File: src/rtl/vga_capture_if.sv
// Bus bundle for vga_capture: video input, CPU register/pixel port and ping-pong frame-RAM port.
// The slave modport is the capture block's view; the master modport drives it.
interface vga_capture_if;
  logic        pix_en;
  logic        vid_vs;
  logic        vid_de;
  logic        vid_pix;
  logic [23:0] addr;
  logic        we;
  logic        re;
  logic [31:0] datain;
  logic [31:0] dataout;
  logic        rvalid;
  logic [19:0] buf_wraddr;
  logic        buf_wrdata;
  logic        buf_wren0;
  logic        buf_wren1;
  logic [19:0] buf_rdaddr;
  logic        buf_q0;
  logic        buf_q1;

  modport slave (
    input  pix_en, vid_vs, vid_de, vid_pix,
    input  addr, we, re, datain,
    output dataout, rvalid,
    output buf_wraddr, buf_wrdata, buf_wren0, buf_wren1, buf_rdaddr,
    input  buf_q0, buf_q1
  );

  modport master (
    output pix_en, vid_vs, vid_de, vid_pix,
    output addr, we, re, datain,
    input  dataout, rvalid,
    input  buf_wraddr, buf_wrdata, buf_wren0, buf_wren1, buf_rdaddr,
    output buf_q0, buf_q1
  );
endinterface

File: src/rtl/vga_capture.sv
// Video capture into a ping-pong pair of 1-bit frame RAMs addressed {y,x}; the CPU reads the
// last completed frame and a control/status register.
//
//  state   | meaning
//  IDLE    | not armed, no RAM writes
//  WAIT_VS | armed, waiting for the next vertical sync fall to start a frame
//  CAPTURE | writing active pixels into buffer cap_buf; each VS fall completes a frame
module vga_capture #(
  parameter int          H_ACT     = 640,
  parameter int          V_ACT     = 480,
  parameter logic [23:0] CTRL_ADDR = 24'hfffffc
) (
  input logic          clk,
  input logic          resetn,
  vga_capture_if.slave bus
);

  typedef enum logic [1:0] {
    IDLE    = 2'd0,
    WAIT_VS = 2'd1,
    CAPTURE = 2'd2
  } state_t;

  localparam logic [10:0] H_LIM = 11'(H_ACT);
  localparam logic [10:0] V_LIM = 11'(V_ACT);

  state_t     state, state_nx;
  logic [9:0] x, y;
  logic       vs_q, de_q;
  logic       cap_buf, frame_done, ovf, cont;
  logic       vs_fall, line_end, in_win;
  logic       ctrl_wr, arm, disarm, clr;
  logic       wr_ok, clip, frame_end;
  logic       rvalid_q, rd_pix, rd_ctrl, rd_src;
  logic [3:0] rd_stat, status;
  logic       unused_bits;

  assign vs_fall  = bus.pix_en & vs_q & ~bus.vid_vs;
  assign line_end = bus.pix_en & de_q & ~bus.vid_de;
  assign in_win   = ({1'b0, x} < H_LIM) && ({1'b0, y} < V_LIM);

  assign ctrl_wr = bus.we && (bus.addr == CTRL_ADDR);
  assign arm     = ctrl_wr & bus.datain[0];
  assign disarm  = ctrl_wr & ~bus.datain[0] & ~bus.datain[1];
  assign clr     = ctrl_wr & bus.datain[2];

  assign status      = {ovf, state != IDLE, frame_done, cap_buf};
  assign unused_bits = ^bus.datain[31:3];

  always_ff @(posedge clk or negedge resetn) begin
    if (!resetn) begin
      state <= IDLE;
    end else begin
      state <= state_nx;
    end
  end

  // Disarm overrides everything, including a frame end arriving in the same cycle.
  always_comb begin
    state_nx  = state;
    wr_ok     = 1'b0;
    clip      = 1'b0;
    frame_end = 1'b0;
    case (state)
      IDLE:    if (arm) state_nx = WAIT_VS;
      WAIT_VS: if (vs_fall) state_nx = CAPTURE;
      CAPTURE: begin
        if (bus.pix_en && bus.vid_de) begin
          wr_ok = in_win;
          clip  = ~in_win;
        end
        if (vs_fall) begin
          frame_end = ~disarm;
          if (!cont) state_nx = IDLE;
        end
      end
      default: state_nx = IDLE;
    endcase
    if (disarm) state_nx = IDLE;
  end

  assign bus.buf_wraddr = {y, x};
  assign bus.buf_wrdata = wr_ok & bus.vid_pix;
  assign bus.buf_wren0  = wr_ok & ~cap_buf;
  assign bus.buf_wren1  = wr_ok & cap_buf;
  assign bus.buf_rdaddr = bus.addr[19:0];

  always_ff @(posedge clk or negedge resetn) begin
    if (!resetn) begin
      x          <= '0;
      y          <= '0;
      vs_q       <= 1'b1;
      de_q       <= 1'b0;
      cap_buf    <= 1'b0;
      frame_done <= 1'b0;
      ovf        <= 1'b0;
      cont       <= 1'b0;
    end else begin
      if (ctrl_wr) cont <= bus.datain[1];
      if (frame_end) cap_buf <= ~cap_buf;
      if (frame_end) frame_done <= 1'b1;
      else if (clr)  frame_done <= 1'b0;
      if (clip)     ovf <= 1'b1;
      else if (clr) ovf <= 1'b0;
      if (bus.pix_en) begin
        vs_q <= bus.vid_vs;
        de_q <= bus.vid_de;
        if (vs_fall) begin
          x <= '0;
          y <= '0;
        end else if (line_end) begin
          x <= '0;
          if (y != 10'h3ff) y <= y + 10'd1;
        end else if (bus.vid_de && x != 10'h3ff) begin
          x <= x + 10'd1;
        end
      end
    end
  end

  // Read source buffer and status are frozen at the re cycle.
  always_ff @(posedge clk or negedge resetn) begin
    if (!resetn) begin
      rvalid_q <= 1'b0;
      rd_pix   <= 1'b0;
      rd_ctrl  <= 1'b0;
      rd_src   <= 1'b0;
      rd_stat  <= '0;
    end else begin
      rvalid_q <= bus.re;
      rd_ctrl  <= bus.re && (bus.addr == CTRL_ADDR);
      rd_pix   <= bus.re && (bus.addr[23:20] == 4'h0);
      rd_src   <= ~cap_buf;
      rd_stat  <= status;
    end
  end

  assign bus.rvalid = rvalid_q;

  always_comb begin
    bus.dataout = '0;
    if (rd_pix) begin
      bus.dataout[0] = rd_src ? bus.buf_q1 : bus.buf_q0;
    end else if (rd_ctrl) begin
      bus.dataout[3:0] = rd_stat;
    end
  end

endmodule

File: src/flat_wrapper.sv
// flat-port wrapper written by rule: the top's interface ports become plain ports
module vga_capture_flat 
#(
  parameter int          H_ACT     = 640,
  parameter int          V_ACT     = 480,
  parameter logic [23:0] CTRL_ADDR = 24'hfffffc
)
  (clk, resetn, bus_pix_en, bus_vid_vs, bus_vid_de, bus_vid_pix, bus_addr, bus_we, bus_re, bus_datain, bus_dataout, bus_rvalid, bus_buf_wraddr, bus_buf_wrdata, bus_buf_wren0, bus_buf_wren1, bus_buf_rdaddr, bus_buf_q0, bus_buf_q1);
  vga_capture_if bus_i ();
  input logic clk;
  input logic resetn;
  input wire logic [$bits(bus_i.pix_en)-1:0] bus_pix_en;
  input wire logic [$bits(bus_i.vid_vs)-1:0] bus_vid_vs;
  input wire logic [$bits(bus_i.vid_de)-1:0] bus_vid_de;
  input wire logic [$bits(bus_i.vid_pix)-1:0] bus_vid_pix;
  input wire logic [$bits(bus_i.addr)-1:0] bus_addr;
  input wire logic [$bits(bus_i.we)-1:0] bus_we;
  input wire logic [$bits(bus_i.re)-1:0] bus_re;
  input wire logic [$bits(bus_i.datain)-1:0] bus_datain;
  output wire logic [$bits(bus_i.dataout)-1:0] bus_dataout;
  output wire logic [$bits(bus_i.rvalid)-1:0] bus_rvalid;
  output wire logic [$bits(bus_i.buf_wraddr)-1:0] bus_buf_wraddr;
  output wire logic [$bits(bus_i.buf_wrdata)-1:0] bus_buf_wrdata;
  output wire logic [$bits(bus_i.buf_wren0)-1:0] bus_buf_wren0;
  output wire logic [$bits(bus_i.buf_wren1)-1:0] bus_buf_wren1;
  output wire logic [$bits(bus_i.buf_rdaddr)-1:0] bus_buf_rdaddr;
  input wire logic [$bits(bus_i.buf_q0)-1:0] bus_buf_q0;
  input wire logic [$bits(bus_i.buf_q1)-1:0] bus_buf_q1;
  assign bus_i.pix_en = bus_pix_en;
  assign bus_i.vid_vs = bus_vid_vs;
  assign bus_i.vid_de = bus_vid_de;
  assign bus_i.vid_pix = bus_vid_pix;
  assign bus_i.addr = bus_addr;
  assign bus_i.we = bus_we;
  assign bus_i.re = bus_re;
  assign bus_i.datain = bus_datain;
  assign bus_dataout = bus_i.dataout;
  assign bus_rvalid = bus_i.rvalid;
  assign bus_buf_wraddr = bus_i.buf_wraddr;
  assign bus_buf_wrdata = bus_i.buf_wrdata;
  assign bus_buf_wren0 = bus_i.buf_wren0;
  assign bus_buf_wren1 = bus_i.buf_wren1;
  assign bus_buf_rdaddr = bus_i.buf_rdaddr;
  assign bus_i.buf_q0 = bus_buf_q0;
  assign bus_i.buf_q1 = bus_buf_q1;
  vga_capture #(.H_ACT(H_ACT), .V_ACT(V_ACT), .CTRL_ADDR(CTRL_ADDR)) u_core (.clk(clk), .resetn(resetn), .bus(bus_i));
endmodule
File: config.mk
export PLATFORM = sky130hd
export DESIGN_NAME = vga_capture_flat
export DESIGN_NICKNAME = d
export VERILOG_FILES = /design/src/rtl/vga_capture_if.sv /design/src/rtl/vga_capture.sv /design/src/flat_wrapper.sv
export SDC_FILE = /design/constraint.sdc
export NUM_CORES = 1
export LEC_CHECK = 0
export CELL_PAD_IN_SITES_DETAIL_PLACEMENT = 1
export CELL_PAD_IN_SITES_GLOBAL_PLACEMENT = 1
export CORE_ASPECT_RATIO = 1.4
export CORE_MARGIN = 10
export CORE_UTILIZATION = 26
export CTS_CLUSTER_SIZE = 14
export DETAILED_ROUTE_END_ITERATION = 7
export PLACE_DENSITY_LB_ADDON = 0.1
export SYNTH_ARGS = -nofsm -noshare
export SYNTH_HDL_FRONTEND = slang
export SYNTH_SLANG_ARGS = --single-unit
File: constraint.sdc
create_clock -name clk -period 1.8 [get_ports clk]
set_input_delay 0.18 -clock clk [delete_from_list [all_inputs] [get_ports clk]]
set_output_delay 0.18 -clock clk [all_outputs]
set_load 0.01 [all_outputs]
==> impl_metrics.csv, run 1 <==
group,metric,value,unit
status,status,"completed",
logic_synthesis,synth_ff_type,"dfrtp_1",
clock_network,cts.sinks,36,
cells_and_area,area_delta_synth_final,50.0,%
worst_setup_path,arrival,1.53,ns
logic_synthesis,ys_seq_area_share,39.8,%
routing,drt_pass1_iterations,4,
logic_synthesis,netlist_area,2270,um2
power,power.total,2.55,mW
clock_network,numCtsBuffers,5,
routing,ant_nets,0,
worst_setup_path,cp.required,1.62,ns
timing,whs,0.327,ns
clock_network,htreeDepth,2,
global_route,first_global_vias,2314,
clock_network,cts_setup_buffers,0,
die,start_util,26.5,%
cells_and_area,num_antenna_cells,0,
die,num_rows,40,
routing,avgRoutedWirePerCell,16.5,um
die,die_w,98.9,um
die,die_area,12900,um2
worst_setup_path,crit_path_start_kind,"register",
timing,rsz0062_at_grt,"false",
power,ir_drop,0.389,mV
global_route,grt_pass1_wl,11900,um
worst_setup_path,worstPathCellList,"nor2b_2 -> and2_1 -> clkdlybuf4s50_1",
clock_network,cts_tree,"done",
timing,setup_viol,0,
global_route,gr-total-overflow,0,
timing,min_period,1.71,ns
logic_synthesis,ys_warn_count,0,
die,io_pins,142,
routing,drt_iter0_markers,39,
worst_setup_path,critPathMaxFanout,4,
place,place.gp.congestion,0.787,
timing,fmax,0.586,GHz
logic_synthesis,async_reset_ff_share,100,%
worst_setup_path,critical_path_buf_inv_count,1,
routing,avgViaCountPerCell,4.57,
global_route,antenna_found_initial,0,
power,leakagePower,1.48,nW
timing,final-hold-violation-count,0,
place,dp_cells,443,
power,power_density,749,nW/um2
clock_network,path_clk_slew,0.06,ns
worst_setup_path,worst_setup_path_end_kind,"output port",
timing,finalMaxSlewViolations,0,
timing,finalCritPeriodShare,94.7,%
cells_and_area,design_area,3400,um2
cells_and_area,layout-drive-gt1-share,16.8,%
job,cap_violations,0,
cells_and_area,fin_nets,413,
timing,clock-skew-final,0.00569,ns
place,port_buffers,84,
logic_synthesis,synthCells,244,
cells_and_area,final_cells,451,
worst_setup_path,cpMaxStageDelayCell,"clkdlybuf4s50_1",
global_route,grt_start_max_net_pins,37,
place,dp.final_hpwl,6150,um
die,core,8560,um2
worst_setup_path,critPathKind,"register to output port",
cells_and_area,final_common_cell,"clkdlybuf4s50_1",
logic_synthesis,synth-seq-cells,36,
logic_synthesis,ys_types,54,
worst_setup_path,cp_slowest_stage_delay,0.55,ns
clock_network,cts_root_buffer,"clkbuf_16",
routing,wirelength,7440,um
worst_setup_path,cp_top_family,"buffers and inverters",
min_path,hp-class,"input pin to async pin",
place,placed_cell_area,3230,um2
routing,vias,2062,
clock_network,clock_latency,0.28,ns
logic_synthesis,syn_area_per_cell,9.30,um2
logic_synthesis,synth_edf_count,0,
routing,drc,0,
global_route,track_usage,11.4,%
cells_and_area,layout_common_cells,"clkdlybuf4s50_1, buf_4, dfrtp_1, conb_1, nor2_1",
cells_and_area,nFillCells,1018,
clock_network,clock_path_buffers,2,
die,fp.dieH,131,um
## cells in the mapped netlist, types with 2 or more instances
cell type / number / area share (%)
and2_1: 7 / 1.9
clkbuf_1: 2 / 0.33
and4_1: 3 / 1.2
a31oi_1: 3 / 0.83
and3_1: 8 / 2.2
nand2_1: 14 / 2.3
buf_2: 2 / 0.44
dfrtp_1: 35 / 39
nor3_1: 13 / 2.9
a211oi_1: 6 / 2.0
nor2_1: 19 / 3.1
nor2b_1: 2 / 0.55
nor4_1: 2 / 0.55
inv_1: 6 / 0.99
and2b_1: 2 / 0.66
nand4_1: 12 / 3.3
mux2_2: 4 / 2.0
a22o_1: 2 / 0.77
nand2b_1: 3 / 0.83
or3_1: 2 / 0.55
mux2i_1: 3 / 1.3
buf_4: 48 / 16
o21ai_0: 6 / 1.3
a21oi_1: 4 / 0.88
ha_1: 2 / 1.1
o21a_1: 2 / 0.66
nand3_1: 5 / 1.1
## sequential cells by signal, indices dropped and copies added, names as in the netlist
signal / cells
u_core.rd_ctrl: 1
u_core.vs_q: 1
u_core.state: 2
u_core.de_q: 1
u_core.cap_buf: 1
u_core.cont: 1
u_core.rd_stat: 4
u_core.bus.rvalid: 1
u_core.rd_pix: 1
u_core.rd_src: 1
u_core.frame_done: 1
u_core.x: 10
u_core.y: 10
u_core.ovf: 1
## through the flow
stage	setup slack, ns	setup TNS [ns]	util (%)
after global routing	0.00454	0	39.8
after global placement	-0.105	-0.389	37.7
final	0.0948	0	39.8
after floorplan	0.210	0	-
after CTS	0.0110	0	39.7
after detailed placement	-0.0949	-0.468	37.7
## cell families after synthesis
family                   Yosys count  synth area share [%]
multiplexers                       7                  3.31
XOR/XNOR                           2                 0.772
adder cells (fa/ha/maj)            2                  1.10
flip-flops                        36                  39.8
AO/OA/AOI/OAI                     36                  12.1
other                              1                 0.165
buffers and inverters             58                  17.7
AND/OR/NAND/NOR                  102                  25.2
## what timing repair did
item	in CTS	in global routing
hold buffers	0	0
resized for setup	11	2
setup endpoints to repair	4	4
hold endpoints to repair	0	0
## worst register-to-register path: stages, from the launching register on
cell     delay [ns]
dfstp_2        0.54
and2b_1        0.20
o21ai_0        0.14
nor4b_1        0.36
buf_4          0.18
mux2i_1        0.16
## final cells by class
| cell class | count | area [um2] | area share [%] |
|---|---|---|---|
| inverters | 6 | 22.5 | 0.662 |
| flip-flops and latches | 36 | 902 | 26.5 |
| clock buffers | 6 | 129 | 3.79 |
| well taps | 105 | 131 | 3.86 |
| multi-input cells | 177 | 1080 | 31.7 |
| clock inverters | 2 | 35.0 | 1.03 |
| repair buffers | 119 | 1110 | 32.5 |
## worst paths after layout
kind | startpoint | end | slack, ns | cells after the start
worst max-delay path | u_core.rd_pix$_DFF_PN0_ | bus_dataout[3] | 0.09 | 3
worst min-delay path | resetn | u_core.rd_src$_DFF_PN0_ | 0.33 | 2
worst max register to register | u_core.vs_q$_DFFE_PN1P_ | u_core.y[6]$_DFFE_PN0P_ | 0.15 | 5
worst min register to register | u_core.ovf$_DFFE_PN0P_ | u_core.rd_stat[3]$_DFF_PN0_ | 0.38 | 0
max in group asynchronous | resetn | u_core.vs_q$_DFFE_PN1P_ | 1.11 | 2
min in group clk | u_core.ovf$_DFFE_PN0P_ | u_core.rd_stat[3]$_DFF_PN0_ | 0.38 | 0
## routing by layer
| layer | share of wire [%] | GRT usage (%) | vias up | wire length [um] |
|---|---|---|---|---|
| met5 | 0 | 0 | - | 0 |
| met4 | 0.85 | 3.30 | 0 | 63 |
| met3 | 5.6 | 3.31 | 4 | 420 |
| met2 | 56 | 22.3 | 51 | 4200 |
| met1 | 37 | 11.3 | 998 | 2750 |
| li1 | - | - | 1009 | - |
## power breakdown
group	switching [mW]	internal (mW)	leakage, nW
registers	0.0947	0.899	0.470
clock network	0.326	0.651	0.0808
logic	0.262	0.316	0.928
(Power assumes the default switching activity.)
==> inputs of run 2 (changes only) <==
--- a/config.mk
+++ b/config.mk
@@ -8,7 +8,7 @@
 export CELL_PAD_IN_SITES_DETAIL_PLACEMENT = 1
 export CELL_PAD_IN_SITES_GLOBAL_PLACEMENT = 1
 export CORE_ASPECT_RATIO = 1.4
-export CORE_MARGIN = 10
+export CORE_MARGIN = 5
 export CORE_UTILIZATION = 26
 export CTS_CLUSTER_SIZE = 14
 export DETAILED_ROUTE_END_ITERATION = 7
==> constraint.sdc (replaced) <==
create_clock -name clk -period 1.8 [get_ports clk]
set_input_delay 0.45 -clock clk [delete_from_list [all_inputs] [get_ports clk]]
set_output_delay 0.45 -clock clk [all_outputs]
set_load 0.01 [all_outputs]
==> run 2 against run 1 <==
Compared with the run above:
- the flow now finishes with violations (negative setup slack)
- critical path depth rose by 2
- clock power fell by 1%
- first-iteration DRC count fell by 7.7%
- utilization rose by 1.5 points
- critical path type unchanged
- largest cell class unchanged
==> impl_metrics.csv, run 2 (same netlist as run 1, synthesis figures left out) <==
group,metric,value,unit
status,status,"finished with violations",
status,violations,"negative setup slack",
place,placed_cell_area,3250,um2
routing,avgViaCountPerCell,4.62,
power,ir_drop,0.369,mV
clock_network,clock_path_buffers,2,
clock_network,clock_latency,0.27,ns
die,io_pins,142,
place,dp_cells,444,
timing,min_period,1.90,ns
routing,ant_nets,0,
clock_network,cts_hold_buf,0,
clock_network,numCtsBuffers,5,
die,die_area,10700,um2
global_route,antenna_found_initial,0,
timing,setup_slack,-0.0986,ns
worst_setup_path,critPathKind,"register to output port",
cells_and_area,final_cells,455,
cells_and_area,layout-drive-gt1-share,22.0,%
power,leakagePower,1.71,nW
global_route,grt_start_max_net_pins,37,
clock_network,cts_tree,"done",
clock_network,cts_root_buffer,"clkbuf_16",
timing,final-hold-violation-count,0,
timing,finalMaxSlewViolations,0,
cells_and_area,final_common_cell,"clkdlybuf4s50_1",
global_route,first_global_vias,2186,
die,fp.dieH,121,um
global_route,track_usage,13.0,%
timing,finalCritPeriodShare,105,%
cells_and_area,num_antenna_cells,0,
die,die_w,88.9,um
routing,wirelength,6830,um
job,cap_violations,0,
timing,rsz0062_at_grt,"true",
cells_and_area,largest_registers,"u_core.x: 10 flops, u_core.y: 10 flops, u_core.rd_stat: 4 flops",
min_path,hp-class,"register to register",
clock_network,cts.sinks,36,
clock_network,htreeDepth,2,
worst_setup_path,worst_setup_path_end_kind,"output port",
global_route,grt_pass1_wl,10900,um
cells_and_area,design_area,3530,um2
power,power_density,717,nW/um2
worst_setup_path,crit_path_start_kind,"register",
timing,clock-skew-final,0.00240,ns
worst_setup_path,critPathMaxFanout,4,
worst_setup_path,crit_start,"u_core.y[6]$_DFFE_PN0P_",
worst_setup_path,r2r_start,"u_core.x[4]$_DFFE_PN0P_",
worst_setup_path,arrival,1.45,ns
routing,drt_pass1_iterations,2,
routing,vias,2102,
clock_network,path_clk_slew,0.05,ns
global_route,gr-total-overflow,0,
die,core,8560,um2
timing,fmax,0.527,GHz
cells_and_area,area_delta_synth_final,55.8,%
cells_and_area,fin_nets,417,
timing,whs,0.383,ns
routing,drt_iter0_markers,36,
routing,drc,0,
place,port_buffers,84,
worst_setup_path,cp.required,1.35,ns
place,place.gp.congestion,0.700,
timing,setup_viol,3,
die,num_rows,40,
place,dp.final_hpwl,5590,um
routing,avgRoutedWirePerCell,15.0,um
min_path,hp-start,"u_core.ovf$_DFFE_PN0P_",
die,start_util,26.5,%
cells_and_area,layout_common_cells,"clkdlybuf4s50_1, buf_4, dfrtp_1, conb_1, dlygate4sd2_1",
==> run 2: cell count changes in the layout (fill, tap and decap cells not counted), moves of 6 or more <==
cell             delta
buf_6               +6
dlymetal6s2s_1     +13
clkdlybuf4s50_1    -38
dlygate4sd2_1      +24
==> run 2: layout make-up <==
class / count / area (um2)
timing repair buffer: 123 / 1160
clock inverter: 2 / 35.0
fill: 997 / 5020
tap: 105 / 131
multi-input combinational: 177 / 1150
inverter: 6 / 22.5
sequential: 36 / 905
clock buffer: 6 / 129
==> run 2: routing by layer <==
layer  wire, um  GRT usage [%]  vias to the layer above
met1       2540           14.4                     1029
met4         69           3.91                        0
li1           -              -                     1017
met3        378           2.73                        4
met2       3850           24.2                       52
met5          0              0                        -
==> run 2: per-stage QoR <==
step	setup slack [ns]	util (%)	power (mW)	TNS, ns
2_1_floorplan	0.168	-	1.30	0
4_1_cts	-0.157	39.9	2.57	-0.507
3_5_place_dp	-0.560	37.9	1.59	-11.72
3_3_place_gp	-0.484	37.9	1.58	-11.22
5_1_grt	-0.144	41.3	2.69	-0.424
6_report	-0.0986	41.3	2.53	-0.285
==> run 2: worst paths after layout <==
| kind | to | slack, ns | cells after the start |
|---|---|---|---|
| setup / recovery | bus_buf_wren0 | -0.1 | 5 |
| hold / removal | u_core.rd_stat[3]$_DFF_PN0_ | 0.38 | 0 |
| setup reg to reg | u_core.x[0]$_DFFE_PN0P_ | 0.11 | 4 |
| hold reg to reg | u_core.rd_stat[3]$_DFF_PN0_ | 0.38 | 0 |
| max in group asynchronous | u_core.vs_q$_DFFE_PN1P_ | 0.99 | 2 |
| min in group asynchronous | u_core.x[6]$_DFFE_PN0P_ | 0.55 | 2 |
==> run 2: critical path, stage by stage (launching register included) <==
cell     delay [ns]
dfrtp_1        0.38
and4_4         0.21
nor3_4         0.17
buf_6          0.13
and3_4         0.18
buf_6          0.09
==> run 2: repair_timing <==
action,in CTS,in global routing
buffers inserted,0,3
gates resized for setup,56,28
endpoints found under the hold margin,0,0
pin swaps,6,10
setup endpoints to repair,38,19
==> run 2: where the power goes <==
group	internal, mW	switching [mW]	total, mW
Combinational	0.304	0.259	0.563
Sequential	0.902	0.104	1.01
Clock	0.651	0.314	0.964
Total	1.86	0.676	2.53
==> inputs of run 3 (changes only) <==
--- a/config.mk
+++ b/config.mk
@@ -12,7 +12,8 @@
 export CORE_UTILIZATION = 26
 export CTS_CLUSTER_SIZE = 14
 export DETAILED_ROUTE_END_ITERATION = 7
-export PLACE_DENSITY_LB_ADDON = 0.1
+export PLACE_DENSITY = 0.81
 export SYNTH_ARGS = -nofsm -noshare
 export SYNTH_HDL_FRONTEND = slang
 export SYNTH_SLANG_ARGS = --single-unit
+export TNS_END_PERCENT = 1
==> run 3 against run 2 <==
Compared with the run above:
- cell area down 0.64%
- setup slack worse by 0.019 ns
- sequential power about the same
- global-route usage up 0.84 points
- the run still ends with negative setup slack left
- critical path depth unchanged
- clock skew up 0.0035 ns
- first-iteration DRC count up 25%
- highest routed layer unchanged
- flip-flop and latch count unchanged
- clock power down 6.7%
- total power down 1.8%
- register-to-register slack about the same
- maximum frequency down 0.97%
==> impl_metrics.csv, run 3 (same netlist as run 1, synthesis figures left out) <==
group,metric,value,unit
status,status,"finished with violations",
status,violations,"negative setup slack",
place,dp.final_hpwl,5860,um
worst_setup_path,r2r-end,"u_core.x[0]$_DFFE_PN0P_",
timing,min_period,1.92,ns
die,die_area,10700,um2
timing,whs,0.379,ns
timing,fmax,0.522,GHz
worst_setup_path,cp.required,1.35,ns
clock_network,clock_path_buffers,2,
min_path,hp-class,"register to register",
power,switchingPower,0.692,mW
cells_and_area,design_area,3510,um2
routing,drt_pass1_iterations,4,
power,p_seq_share,39.6,%
power,ir_drop,0.324,mV
worst_setup_path,worstPathCellList,"clkdlybuf4s50_1 -> nand2_1 -> nor2_2 -> and3_4 -> buf_6",
worst_setup_path,crit_path_start_kind,"input pin",
worst_setup_path,cpMaxStageDelayCell,"clkdlybuf4s50_1",
die,num_rows,40,
die,die_w,88.9,um
cells_and_area,layout_common_cells,"clkdlybuf4s50_1, buf_4, dfrtp_1, conb_1, dlygate4sd2_1",
worst_setup_path,cp_slowest_stage_delay,0.48,ns
timing,finalCritPeriodShare,107,%
job,cap_violations,0,
clock_network,cts_root_buffer,"clkbuf_16",
min_path,hold_path_end,"u_core.rd_stat[3]$_DFF_PN0_",
cells_and_area,area_delta_synth_final,54.8,%
worst_setup_path,worst_setup_path_end_kind,"output port",
power,leakagePower,1.66,nW
clock_network,cts_hold_buf,0,
power,power.total,2.49,mW
clock_network,htreeDepth,2,
cells_and_area,largest_registers,"u_core.x: 10 flops, u_core.y: 10 flops, u_core.rd_stat: 4 flops",
worst_setup_path,critPathMaxFanout,3,
place,placed_cell_area,3250,um2
die,fp.dieH,121,um
cells_and_area,final_common_cell,"clkdlybuf4s50_1",
routing,wirelength,7420,um
power,p_comb_share,24.2,%
global_route,grt_start_max_net_pins,37,
clock_network,cts.sinks,36,
timing,setup_slack,-0.117,ns
cells_and_area,final_cells,456,
worst_setup_path,r2r_setup_slack,0.11,ns
min_path,hp-start,"u_core.ovf$_DFFE_PN0P_",
place,port_buffers,84,
cells_and_area,layout-drive-gt1-share,23.9,%
routing,avgRoutedWirePerCell,16.3,um
timing,finalMaxSlewViolations,0,
timing,setup_viol,7,
timing,final-hold-violation-count,0,
worst_setup_path,critPathKind,"input pin to output port",
worst_setup_path,r2r_start,"u_core.x[4]$_DFFE_PN0P_",
die,io_pins,142,
routing,vias,2164,
cells_and_area,num_antenna_cells,0,
power,p_sw_share,27.8,%
global_route,track_usage,13.9,%
routing,ant_nets,0,
global_route,grt_pass1_wl,11800,um
min_path,holdPathStages,0,
clock_network,cts_tree,"done",
routing,drc,0,
die,core,8560,um2
routing,drt_iter0_markers,45,
global_route,first_global_vias,2402,
clock_network,path_clk_slew,0.05,ns
worst_setup_path,rr_worst_depth,4,
clock_network,numCtsBuffers,5,
timing,rsz0062_at_grt,"true",
routing,avgViaCountPerCell,4.75,
place,place.gp.congestion,0.813,
power,power_density,708,nW/um2
clock_network,clock_latency,0.27,ns
cells_and_area,fin_nets,419,
global_route,antenna_found_initial,0,
global_route,gr-total-overflow,0,
power,p_clk_share,36.1,%
power,p_int,1.80,mW
place,dp_cells,445,
die,start_util,26.5,%
worst_setup_path,arrival,1.47,ns
cells_and_area,fin_util,41.0,%
timing,clock-skew-final,0.00587,ns
[run 3: worst max-delay path: cells and delay by family]
kind                   cells  cell delay [ns]
buffers and inverters      2             0.57
and+or+nand+nor            3             0.44
[run 3: what timing repair did]
item | 4_1_cts | 5_1_grt
gates resized for setup | 50 | 24
buffers inserted | 1 | 3
cloned | 0 | 0
pin swaps | 7 | 4
endpoints found under the setup margin | 42 | 31
[run 3: how the worst max path moves through the flow]
stage                                 to                    start
after floorplan           bus_buf_wrdata  u_core.y[5]$_DFFE_PN0P_
after detailed placement  bus_buf_wrdata               bus_pix_en
after CTS                 bus_dataout[0]               bus_buf_q0
after global routing       bus_buf_wren1               bus_vid_de
final                     bus_buf_wrdata               bus_vid_de
after global placement     bus_buf_wren1               bus_vid_de
[run 3: metrics by stage]
stage	TNS, ns	worst slack, ns
3_3_place_gp	-10.89	-0.485
6_report	-0.555	-0.117
4_1_cts	-0.728	-0.171
5_1_grt	-1.20	-0.168
3_5_place_dp	-12.45	-0.550
2_1_floorplan	0	0.168
[run 3: layer usage]
metal / vias up / GRT usage [%] / part of all wire (%)
met5: - / 0 / 0
met4: 0 / 3.45 / 1.1
met3: 7 / 3.27 / 5.6
met2: 56 / 26.4 / 57
met1: 1079 / 14.9 / 37
li1: 1022 / - / -
[run 3: layout make-up]
type	count	area, um2
tap	105	131
sequential	36	905
timing repair buffer	125	1140
fill	1009	5050
clock buffer	7	153
inverter	6	22.5
multi-input combinational	177	1160
[run 3: power groups by stage]
stage,clock network (mW),registers (mW),logic (mW)
floorplan,0,1.00,0.295
global placement,0,0.988,0.583
detailed placement,0,0.994,0.605
CTS,0.923,0.985,0.606
global route,0.953,1.00,0.662
finish,0.899,0.986,0.603
